### config.mk
export PLATFORM = sky130hd
export DESIGN_NAME = id_operand_queue
export DESIGN_NICKNAME = d
export VERILOG_FILES = /design/src/rtl/cpu_pkg.sv /design/src/rtl/flush_fifo.sv /design/src/rtl/id_operand_queue.sv
export SDC_FILE = /design/constraint.sdc
export NUM_CORES = 1
export LEC_CHECK = 0
export CELL_PAD_IN_SITES_DETAIL_PLACEMENT = 2
export CELL_PAD_IN_SITES_GLOBAL_PLACEMENT = 2
export CORE_ASPECT_RATIO = 0.6
export CORE_MARGIN = 1.5
export CORE_UTILIZATION = 25
export DETAILED_ROUTE_END_ITERATION = 12
export PLACE_DENSITY = 0.84
export SETUP_SLACK_MARGIN = 0.05
export SLEW_MARGIN = 10
export SYNTH_ARGS = -nofsm -noshare
export SYNTH_HDL_FRONTEND = slang
export SYNTH_SLANG_ARGS = --single-unit
### constraint.sdc
create_clock -name clk -period 9.6 [get_ports clk]
set_input_delay 0.96 -clock clk [delete_from_list [all_inputs] [get_ports clk]]
set_output_delay 0.96 -clock clk [all_outputs]
set_load 0.01 [all_outputs]
### src/rtl/cpu_pkg.sv
// Shared CPU definitions: default datapath widths, register address width
// and the field layout of a fetched {inst, pc} payload.
package cpu_pkg;

   localparam int unsigned CPU_XLEN      = 32;
   localparam int unsigned REG_ADDR_W    = 5;
   localparam int unsigned CPU_PAYLOAD_W = 64;

   // Payload field offsets within {inst, pc}
   localparam int unsigned INST_MSB = 63;
   localparam int unsigned INST_LSB = 32;
   localparam int unsigned PC_MSB   = 31;
   localparam int unsigned PC_LSB   = 0;

   typedef struct packed {
      logic [INST_MSB-INST_LSB:0] inst;
      logic [PC_MSB-PC_LSB:0]     pc;
   } payload_t;

endpackage

### src/rtl/flush_fifo.sv
// Circular payload buffer with a redirect flush. A flush keeps only the
// head popped in the same cycle; every other entry and any same-cycle push
// are dropped, leaving the buffer empty with equal pointers.
module flush_fifo
   import cpu_pkg::*;
#(
   parameter int unsigned DEPTH     = 2,
   parameter int unsigned PAYLOAD_W = CPU_PAYLOAD_W
) (
   input  logic                 clk,
   input  logic                 resetn,
   input  logic                 push,
   input  logic                 pop,
   input  logic                 flush,
   input  logic [PAYLOAD_W-1:0] in_payload,
   output logic                 in_ready,
   output logic                 head_valid,
   output logic [PAYLOAD_W-1:0] head_payload
);

   localparam int unsigned PTR_W = (DEPTH > 1) ? $clog2(DEPTH) : 1;
   localparam int unsigned CNT_W = $clog2(DEPTH) + 1;
   localparam logic [CNT_W-1:0] FULL_CNT = CNT_W'(DEPTH);

   logic [PAYLOAD_W-1:0] mem [DEPTH];
   logic [PTR_W-1:0]     rd_ptr;
   logic [PTR_W-1:0]     wr_ptr;
   logic [PTR_W-1:0]     rd_ptr_nxt;
   logic [CNT_W-1:0]     count;

   // Full is judged on the registered count only, so a pop never reopens
   // in_ready within the same cycle.
   assign in_ready     = resetn & (count != FULL_CNT);
   assign head_valid   = (count != '0);
   assign head_payload = head_valid ? mem[rd_ptr] : '0;
   assign rd_ptr_nxt   = rd_ptr + PTR_W'(pop);

   // Pointer and occupancy update; flush collapses both pointers past the popped head.
   always_ff @(posedge clk) begin
      if (!resetn) begin
         rd_ptr <= '0;
         wr_ptr <= '0;
         count  <= '0;
      end else if (flush) begin
         rd_ptr <= rd_ptr_nxt;
         wr_ptr <= rd_ptr_nxt;
         count  <= '0;
      end else begin
         rd_ptr <= rd_ptr_nxt;
         if (push) begin
            wr_ptr <= wr_ptr + PTR_W'(1);
         end
         count <= count + CNT_W'(push) - CNT_W'(pop);
      end
   end

   // Storage write; a push that coincides with a flush is discarded.
   always_ff @(posedge clk) begin
      if (resetn && push && !flush) begin
         mem[wr_ptr] <= in_payload;
      end
   end

endmodule

### src/rtl/id_operand_queue.sv
// Decode-stage front end: buffers fetched payloads, presents the head to the
// decoder, resolves its two source operands through a priority forwarding
// network, stalls on pending producers and counts hazard-stall cycles.
module id_operand_queue
   import cpu_pkg::*;
#(
   parameter int unsigned XLEN      = CPU_XLEN,
   parameter int unsigned PAYLOAD_W = CPU_PAYLOAD_W,
   parameter int unsigned DEPTH     = 2,
   parameter int unsigned NUM_FWD   = 3
) (
   input  logic                          clk,
   input  logic                          resetn,
   input  logic                          in_valid,
   output logic                          in_ready,
   input  logic [PAYLOAD_W-1:0]          in_payload,
   output logic [PAYLOAD_W-1:0]          head_payload,
   input  logic [REG_ADDR_W-1:0]         rs1_addr,
   input  logic [REG_ADDR_W-1:0]         rs2_addr,
   input  logic                          need_rs1,
   input  logic                          need_rs2,
   input  logic [XLEN-1:0]               rf_rdata1,
   input  logic [XLEN-1:0]               rf_rdata2,
   input  logic [NUM_FWD-1:0]            fwd_we,
   input  logic [REG_ADDR_W*NUM_FWD-1:0] fwd_waddr,
   input  logic [XLEN*NUM_FWD-1:0]       fwd_wdata,
   input  logic [NUM_FWD-1:0]            fwd_pending,
   output logic [XLEN-1:0]               rs1_value,
   output logic [XLEN-1:0]               rs2_value,
   output logic                          out_valid,
   input  logic                          out_ready,
   output logic [PAYLOAD_W-1:0]          out_payload,
   input  logic                          flush,
   output logic [31:0]                   stall_cycles
);

   logic hv;
   logic push;
   logic pop;
   logic hazard;
   logic rs1_hit;
   logic rs2_hit;
   logic rs1_pend;
   logic rs2_pend;

   assign push        = in_valid & in_ready;
   assign pop         = out_valid & out_ready;
   assign hazard      = (need_rs1 & rs1_pend) | (need_rs2 & rs2_pend);
   assign out_valid   = hv & ~hazard;
   assign out_payload = head_payload;

   flush_fifo #(
      .DEPTH     (DEPTH),
      .PAYLOAD_W (PAYLOAD_W)
   ) u_fifo (
      .clk          (clk),
      .resetn       (resetn),
      .push         (push),
      .pop          (pop),
      .flush        (flush),
      .in_payload   (in_payload),
      .in_ready     (in_ready),
      .head_valid   (hv),
      .head_payload (head_payload)
   );

   // Priority forwarding: the first (youngest) matching source wins; its
   // pending flag alone decides the stall, so older pending matches are hidden.
   always_comb begin
      rs1_value = rf_rdata1;
      rs2_value = rf_rdata2;
      rs1_hit   = 1'b0;
      rs2_hit   = 1'b0;
      rs1_pend  = 1'b0;
      rs2_pend  = 1'b0;
      for (int unsigned i = 0; i < NUM_FWD; i++) begin
         if (!rs1_hit && fwd_we[i] && (rs1_addr != '0) &&
             (fwd_waddr[i*REG_ADDR_W +: REG_ADDR_W] == rs1_addr)) begin
            rs1_hit   = 1'b1;
            rs1_value = fwd_wdata[i*XLEN +: XLEN];
            rs1_pend  = fwd_pending[i];
         end
         if (!rs2_hit && fwd_we[i] && (rs2_addr != '0) &&
             (fwd_waddr[i*REG_ADDR_W +: REG_ADDR_W] == rs2_addr)) begin
            rs2_hit   = 1'b1;
            rs2_value = fwd_wdata[i*XLEN +: XLEN];
            rs2_pend  = fwd_pending[i];
         end
      end
   end

   // Saturating count of cycles where a valid head is held by a hazard.
   always_ff @(posedge clk) begin
      if (!resetn) begin
         stall_cycles <= '0;
      end else if (hv && hazard && (stall_cycles != '1)) begin
         stall_cycles <= stall_cycles + 32'd1;
      end
   end

endmodule

==> results of run 1 <==
-- routing by layer --
| layer | vias to the layer above | global-route usage (%) | wire length [um] |
|---|---|---|---|
| met5 | - | 0 | 0 |
| met4 | 0 | 6.377 | 978 |
| met3 | 48 | 4.987 | 2042 |
| met2 | 264 | 38.50 | 22630 |
| met1 | 4487 | 25.31 | 18160 |
| li1 | 4142 | - | - |
-- critical path, cell delays in order --
cell and delay, ns:
clkdlybuf4s50_1 0.57, xor2_1 0.21, nor4_1 0.46, nand4b_4 0.84, nand2_1 0.41, nor2_4 0.04, buf_4 0.33, a211oi_1 0.35
a21o_1 0.13, clkdlybuf4s50_1 0.53
-- cells in the final DEF, fill, tap and decap left out, types with 28 or more instances in the layout --
master,n
nand2_1,59
a21oi_1,28
mux2i_1,133
a21o_1,32
dfxtp_1,36
edfxtp_1,128
nor2_1,103
a211oi_1,32
clkdlybuf4s50_1,487
mux2_2,32
o21ai_0,50
-- cell type report --
class / instances / area, sq um
sequential: 165 / 4588
multi-input combinational: 629 / 4429
antenna: 3 / 7.507
clock inverter: 15 / 165.2
tap: 513 / 641.9
fill: 4020 / 22740
inverter: 8 / 30.03
clock buffer: 17 / 425.4
timing repair buffer: 498 / 4957
-- through the flow --
step | instance area [sq um] | cells
2_1_floorplan | 9729 | 925
3_3_place_gp | 14650 | 1813
3_5_place_dp | 14650 | 1813
4_1_cts | 15240 | 1845
5_1_grt | 15240 | 1848
6_report | 15240 | 1848
-- kinds of logic after synthesis --
logic type | after synthesis | synth area share [%]
and+or+nand+nor | 260 | 12.86
DFF | 165 | 47.12
muxes | 165 | 17.39
adders and majority gates | 3 | 0.3858
xor gates and xnor gates | 33 | 2.971
AOI/OAI and AO/OA | 168 | 11.43
buffers and inverters | 131 | 7.845
-- flip-flops by register name (all words and copies together), names as in the netlist, named ones only --
register	cells
u_fifo.rd_ptr	1
u_fifo.count	2
u_fifo.wr_ptr	1
u_fifo.mem	128
stall_cycles	32
-- where the power goes --
part / total (mW) / switching, mW / internal, mW
combinational: 0.401 / 0.168 / 0.233
clock: 0.689 / 0.321 / 0.369
sequential: 0.791 / 0.00743 / 0.783
-- worst paths after layout --
check                           slack [ns]  cells after the start             start          endpoint
worst max-delay path                  3.73                     10       rs2_addr[0]     rs2_value[11]
worst min-delay path                  0.52                      2  stall_cycles[15]  stall_cycles[15]
worst max register to register        6.66                      7   stall_cycles[7]  stall_cycles[18]
worst min register to register        0.52                      2  stall_cycles[15]  stall_cycles[15]
==> results_dict.tcl, run 1 <==
set metrics [dict create \
    drt_first_pass_iters 4 \
    startpoint_type "input pin" \
    syn-num-nets 1190 \
    fin_nets 1584 \
    vias 8941 \
    holdWs_ns 0.5229 \
    cts_hold_buf 0 \
    fmax_mhz 170.5 \
    rsz0062_at_grt "no" \
    yosys-top-cells-area "edfxtp_1 (40%), mux2i_1 (14%), dfxtp_1 (7.6%), buf_4 (5.1%), nor2_1 (4.1%)" \
    synth_area_leader_cell "edfxtp_1" \
    dieHeight_um 155.8 \
    grt_max_degree 68 \
    initial_core_util_pct 25.61 \
    async_flop_share_pct 0 \
    power.leakage_nw 5.479 \
    setup_tns_ns 0 \
    area_growth_pct 56.69 \
    yosysMostFrequentCell "mux2i_1" \
    drtIter0Drc 383 \
    slew_violations 0 \
    worst_slew_pin_slew_ns 1.157 \
    track_usage_pct 21.38 \
    yosys.area.top_type_share_pct 39.51 \
    ctsLongestPathBuffers 2 \
    synth_top_flop_cell "edfxtp_1" \
    pre_cts_ws_ns 3.715 \
    cts_inserted_buffers 17 \
    clock_sinks 165 \
    post_cts_buffers 0 \
    max_cap_violations 0 \
    yosys_warnings 0 \
    post_drt_via_cell_ratio 4.838 \
    path_class "input pin to output port" \
    synth_edf_count 128 \
    period_needed_ns 5.866 \
    place_congestion 0.9631 \
    hold_violations 0 \
    min_path_type "register to register" \
    port_buffers 487 \
    netlist_area_sq_mm 0.009729 \
    synth_common_cells "mux2i_1 (133), edfxtp_1 (128), nor2_1 (105)" \
    drive_gt1_share_pct 7.207 \
    timing.final.ws_setup_ns 3.734 \
    die_w_um 257.7 \
    fin_util_pct 40.13 \
    drc 0 \
    crit_fanout 67 \
    antenna_found_initial 3 \
    die_area_sq_mm 0.04015 \
    fin_worst_skew_ns 0.01136 \
    worst_slew_margin_rel_pct 22.84 \
    overflow 0 \
    report.power.total_mw 1.881 \
    setup_viol 0 \
    htree_levels 4 \
    synth_cell_types 49 \
    hpwl_mm 34.53 \
    insertion_delay_ns 0.44 \
    post-route-period-util_pct 61.10 \
    clk_pin_slew_ns 0.07 \
    root_buffer "clkbuf_16" \
    cts-resized-gates 0 \
    syn-mean-instance-area_sq_um 10.52 \
    cts_tree "yes" \
    grt_first_pass_wirelength_mm 64.51 \
    rows 55 \
    yosysSeqAreaShare_pct 47.12 \
    peakVddDrop_v 0.0001242 \
    num_io_pins 488 \
    drtAntennaViolNets 0 \
    ys_seq_elements 165 \
    drt-total-wl_mm 43.81 \
    cp_data_arrival_time_ns 4.91 \
    status "finished clean" \
    wl_per_cell_um 23.71 \
    core-area_sq_mm 0.03799 \
    p_per_area_mw_per_mm2 123.4 \
    crit_path_end_kind "output port" \
    crit_required_ns 8.64 \
    synth_cells 925 \
    grt_pass1_vias 10060 \
]
No activity file was read; power rests on OpenSTA's default activity.
==> run 2: changes to the inputs <==
--- a/config.mk
+++ b/config.mk
@@ -9,9 +9,9 @@
 export CELL_PAD_IN_SITES_GLOBAL_PLACEMENT = 2
 export CORE_ASPECT_RATIO = 0.6
 export CORE_MARGIN = 1.5
-export CORE_UTILIZATION = 25
+export CORE_UTILIZATION = 24
 export DETAILED_ROUTE_END_ITERATION = 12
-export PLACE_DENSITY = 0.84
+export PLACE_DENSITY = 0.82
 export SETUP_SLACK_MARGIN = 0.05
 export SLEW_MARGIN = 10
 export SYNTH_ARGS = -nofsm -noshare
==> constraint.sdc (replaced) <==
create_clock -name clk -period 5.4 [get_ports clk]
set_input_delay 0.54 -clock clk [delete_from_list [all_inputs] [get_ports clk]]
set_output_delay 0.54 -clock clk [all_outputs]
set_load 0.01 [all_outputs]
==> results_dict.tcl, run 2 (synthesis gave the netlist of run 1 again) <==
set metrics [dict create \
    overflow 0 \
    grt_first_pass_wirelength_mm 64.52 \
    place_congestion 0.8628 \
    drtAntennaViolNets 0 \
    slowest_stage "or4_2" \
    grt_max_degree 66 \
    area_growth_pct 57.66 \
    clk_pin_slew_ns 0.07 \
    top_layer "met5" \
    post_drt_via_cell_ratio 4.814 \
    rows 56 \
    wl_met1_mm 17.14 \
    startpoint_type "input pin" \
    p_per_area_mw_per_mm2 217.9 \
    setup_viol 0 \
    hpwl_mm 34.22 \
    p_comb_share_pct 21.5 \
    multiInputGateArea_sq_mm 0.004442 \
    switchingPower_mw 0.8765 \
    hold_violations 0 \
    swShare_pct 26.23 \
    port_buffers 487 \
    initial_core_util_pct 24.62 \
    n_fill_cell 4225 \
    path_class "input pin to output port" \
    p_clk_share_pct 36.3 \
    cp_data_arrival_time_ns 4.19 \
    grt_pass1_vias 9935 \
    path_cells "clkdlybuf4s50_1 > xnor2_1 > nand3_1 > or4_2 > buf_4 > mux2i_1 > a211oi_1 > a21o_1 > clkdlybuf4s50_1" \
    die_area_sq_mm 0.04180 \
    dr_wl_met3_mm 2.548 \
    setup_tns_ns 0 \
    crit_fanout 27 \
    cts_tree "yes" \
    drive_gt1_share_pct 7.554 \
    worst_slew_pin_slew_ns 1.051 \
    insertion_delay_ns 0.44 \
    htree_levels 4 \
    sequentialPowerShare_pct 42.1 \
    drt-total-wl_mm 43.43 \
    max_cap_violations 0 \
    antenna_found_initial 5 \
    met2_length_mm 22.86 \
    power.leakage_nw 5.521 \
    min_path_type "register to register" \
    post_cts_buffers 0 \
    regMostFlops "u_fifo.mem" \
    peakVddDrop_v 0.0002053 \
    slew_violations 0 \
    clock_sinks 165 \
    status "finished clean" \
    crit_required_ns 4.86 \
    seq_area_sq_mm 0.004588 \
    final_common_cell "clkdlybuf4s50_1" \
    intPower_mw 2.466 \
    cts_hold_buf 0 \
    layout_common_cells "clkdlybuf4s50_1 (487), mux2i_1 (133), edfxtp_1 (128)" \
    drt_first_pass_iters 4 \
    largest_register_ffs 128 \
    core-area_sq_mm 0.03952 \
    fin_worst_skew_ns 0.01315 \
    post-route-period-util_pct 87.62 \
    critPathMaxStageDelay_ns 1.11 \
    fmax_mhz 211.3 \
    period_needed_ns 4.732 \
    report.power.total_mw 3.342 \
    track_usage_pct 20.39 \
    die_w_um 262.9 \
    largest_registers "u_fifo.mem (128), stall_cycles (32), u_fifo.count (2)" \
    dieHeight_um 159.0 \
    cts_inserted_buffers 17 \
    fin_nets 1589 \
    rsz0062_at_grt "no" \
    wl_per_cell_um 23.32 \
    vias 8964 \
    worst_slew_margin_rel_pct 29.48 \
    crit_path_end_kind "output port" \
    root_buffer "clkbuf_16" \
    ctsLongestPathBuffers 2 \
    drtIter0Drc 396 \
    num_io_pins 488 \
    cts-resized-gates 0 \
    drc 0 \
    path_common_cell "clkdlybuf4s50_1" \
]
[run 2: changes by cell type in the layout (fill, tap and decap cells not counted), moves of 2 or more]
cell | previous run | this run
buf_12 | 0 | 3
buf_4 | 11 | 13
clkinv_4 | 3 | 1
inv_8 | 2 | 5
[run 2: final timing paths]
check	from	end	slack, ns	depth (start not counted)
hold / removal	stall_cycles[15]	stall_cycles[15]	0.50	2
hold reg to reg	stall_cycles[15]	stall_cycles[15]	0.50	2
setup / recovery	rs2_addr[0]	rs2_value[2]	0.67	9
setup reg to reg	stall_cycles[0]	stall_cycles[28]	2.59	7
[run 2: per-layer routing]
metal  up-vias  GRT usage [%]
li1       4146              -
met1      4479          22.88
met2       291          37.75
met3        44          5.645
met4         4          5.596
met5         -              0
[run 2: area by class of cell]
| class | instances | area share, % |
|---|---|---|
| sequential | 165 | 29.91 |
| tap | 522 | 4.258 |
| timing repair buffer | 503 | 32.81 |
| multi-input combinational | 629 | 28.96 |
| clock buffer | 17 | 2.773 |
| antenna | 3 | 0.04894 |
| inverter | 8 | 0.1958 |
| clock inverter | 15 | 1.052 |
[run 2: power groups by stage]
| stage | Combinational, mW | Sequential [mW] | Clock, mW |
|---|---|---|---|
| final | 0.720 | 1.41 | 1.21 |
| after global routing | 0.763 | 1.41 | 1.30 |
| after CTS | 0.730 | 1.41 | 1.25 |
| after detailed placement | 0.725 | 1.44 | 0 |
| after global placement | 0.701 | 1.43 | 0 |
| after floorplan | 0.283 | 1.43 | 0 |
[run 2: worst max-delay path: cells and delay by family]
| kind | cells | cell delay (ns) |
|---|---|---|
| muxes | 1 | 0.14 |
| AOI/OAI and AO/OA | 2 | 0.46 |
| and+or+nand+nor | 2 | 1.27 |
| xor gates and xnor gates | 1 | 0.18 |
| buffers and inverters | 3 | 1.58 |
[run 2: stage by stage]
stage	util (%)	cells	hold WS (ns)	instance area, sq um	setup slack, ns
after floorplan	-	925	0.4910	9739	1.382
after global placement	37.31	1827	0.4656	14750	0.7647
after detailed placement	37.31	1827	0.4919	14750	0.6210
after CTS	38.80	1859	0.5025	15330	0.6148
after global routing	38.82	1862	0.5394	15340	0.5623
final	38.82	1862	0.5006	15340	0.6685
==> run 3: changes to the inputs <==
--- a/config.mk
+++ b/config.mk
@@ -11,7 +11,7 @@
 export CORE_MARGIN = 1.5
 export CORE_UTILIZATION = 24
 export DETAILED_ROUTE_END_ITERATION = 12
-export PLACE_DENSITY = 0.82
+export PLACE_DENSITY = 0.81
 export SETUP_SLACK_MARGIN = 0.05
 export SLEW_MARGIN = 10
 export SYNTH_ARGS = -nofsm -noshare
==> results_dict.tcl, run 3 (synthesis gave the netlist of run 1 again) <==
set metrics [dict create \
    status "finished clean" \
    critical_path.top_delay_family "simple AND/OR/NAND/NOR gates" \
    path_cells "clkdlybuf4s50_1 > or4_1 > nor2_2 > or4_2 > buf_4 > mux2i_1 > o21ai_0 > mux2_2 > clkdlybuf4s50_1" \
    drt_first_pass_iters 7 \
    drt-total-wl_mm 43.60 \
    wl_per_cell_um 23.43 \
    cts_hold_buf 0 \
    stdcell_count 1861 \
    finish.instance_area_sq_mm 0.01533 \
    vias 9007 \
    fin_nets 1589 \
    r2r_cells 6 \
    setup_viol 0 \
    startpoint_type "input pin" \
    core-area_sq_mm 0.03952 \
    report.power.total_mw 3.377 \
    final_common_cell "clkdlybuf4s50_1" \
    slew_violations 0 \
    power.leakage_nw 5.521 \
    hpwl_mm 33.73 \
    cts-resized-gates 0 \
    grt_first_pass_wirelength_mm 64.40 \
    largest_registers "u_fifo.mem (128), stall_cycles (32), u_fifo.count (2)" \
    ctsLongestPathBuffers 2 \
    dieHeight_um 159.0 \
    crit_fanout 23 \
    peakVddDrop_v 0.0001907 \
    holdWs_ns 0.5071 \
    post-route-period-util_pct 86.52 \
    hold_violations 0 \
    worst_slew_margin_rel_pct 33.30 \
    setup_tns_ns 0 \
    timing.final.ws_setup_ns 0.7278 \
    root_buffer "clkbuf_16" \
    drc 0 \
    hold_path_depth 2 \
    path_class "input pin to output port" \
    path_common_cell "clkdlybuf4s50_1" \
    cts_inserted_buffers 17 \
    clock_sinks 165 \
    slowest_stage "or4_2" \
    rows 56 \
    port_buffers 487 \
    regMostFlops "u_fifo.mem" \
    insertion_delay_ns 0.44 \
    antenna_found_initial 2 \
    p_per_area_mw_per_mm2 220.3 \
    place_congestion 0.9087 \
    drtAntennaViolNets 0 \
    numPlacedInstances 1827 \
    worst-path-stages 9 \
    htree_levels 4 \
    initial_core_util_pct 24.62 \
    largest_register_ffs 128 \
    track_usage_pct 20.37 \
    period_needed_ns 4.672 \
    fin_util_pct 38.80 \
    critPathMaxStageDelay_ns 0.70 \
    post_drt_via_cell_ratio 4.840 \
    crit_required_ns 4.86 \
    die_w_um 262.9 \
    clk_pin_slew_ns 0.07 \
    crit_path_end_kind "output port" \
    fmax_mhz 214.0 \
    grt_pass1_vias 9926 \
    pre_cts_ws_ns 0.7037 \
    max_cap_violations 0 \
    path_buf_inv 3 \
    overflow 0 \
    drive_gt1_share_pct 7.629 \
    cp_data_arrival_time_ns 4.13 \
    grt_max_degree 67 \
    fin_worst_skew_ns 0.01253 \
    die_area_sq_mm 0.04180 \
    layout_common_cells "clkdlybuf4s50_1 (487), mux2i_1 (133), edfxtp_1 (128)" \
    num_io_pins 488 \
    rsz0062_at_grt "no" \
    post_cts_buffers 0 \
    place_area_sq_mm 0.01472 \
    drtIter0Drc 436 \
    worst_slew_pin_slew_ns 0.9937 \
    area_growth_pct 57.59 \
    min_path_type "register to register" \
    cts_tree "yes" \
]
run 3: cell count changes in the layout (fill, tap and decap cells not counted):
| cell | previous run | this run |
|---|---|---|
| buf_12 | 3 | 1 |
| buf_4 | 13 | 15 |
| inv_6 | 3 | 1 |
| inv_8 | 5 | 7 |
| clkinv_1 | 1 | 0 |
| clkinv_2 | 1 | 0 |
| clkinv_8 | 1 | 2 |
| clkinvlp_4 | 2 | 3 |
| diode_2 | 3 | 2 |
run 3: cell type report:
cell class                 count  area, sq um
antenna                        2        5.005
clock buffer                  17        425.4
clock inverter                15        181.4
fill                        4148        24190
inverter                       8        30.03
multi-input combinational    629         4442
sequential                   165         4588
tap                          522        653.1
timing repair buffer         503         5007
run 3: worst reg2reg max path, cell delays in order, from the launching register on:
cell      delay, ns
dfxtp_1        0.52
nand4_1        0.29
or3_1          0.43
a311oi_1       0.83
nand4_1        0.20
or3_1          0.35
a21oi_1        0.16
run 3: worst paths after layout:
path,from,slack [ns],endpoint
worst max register to register,stall_cycles[3],2.56,stall_cycles[28]
worst max-delay path,rs1_addr[1],0.73,rs1_value[6]
worst min-delay path,stall_cycles[15],0.51,stall_cycles[15]
worst min register to register,stall_cycles[15],0.51,stall_cycles[15]
run 3: routing by layer:
layer  part of all wire [%]  vias to the layer above  global-route usage, %
li1                       -                     4148                      -
met1                     40                     4524                  23.37
met2                     52                      297                  37.42
met3                    5.3                       38                  4.779
met4                    2.4                        0                  6.332
met5                      0                        -                      0
run 3: where the power goes:
part	switching (mW)	leakage, nW	total [mW]	internal, mW
Combinational	0.304	3.77	0.720	0.417
Clock	0.582	0.289	1.25	0.667
Sequential	0.0162	1.46	1.41	1.39
Total	0.902	5.52	3.38	2.47
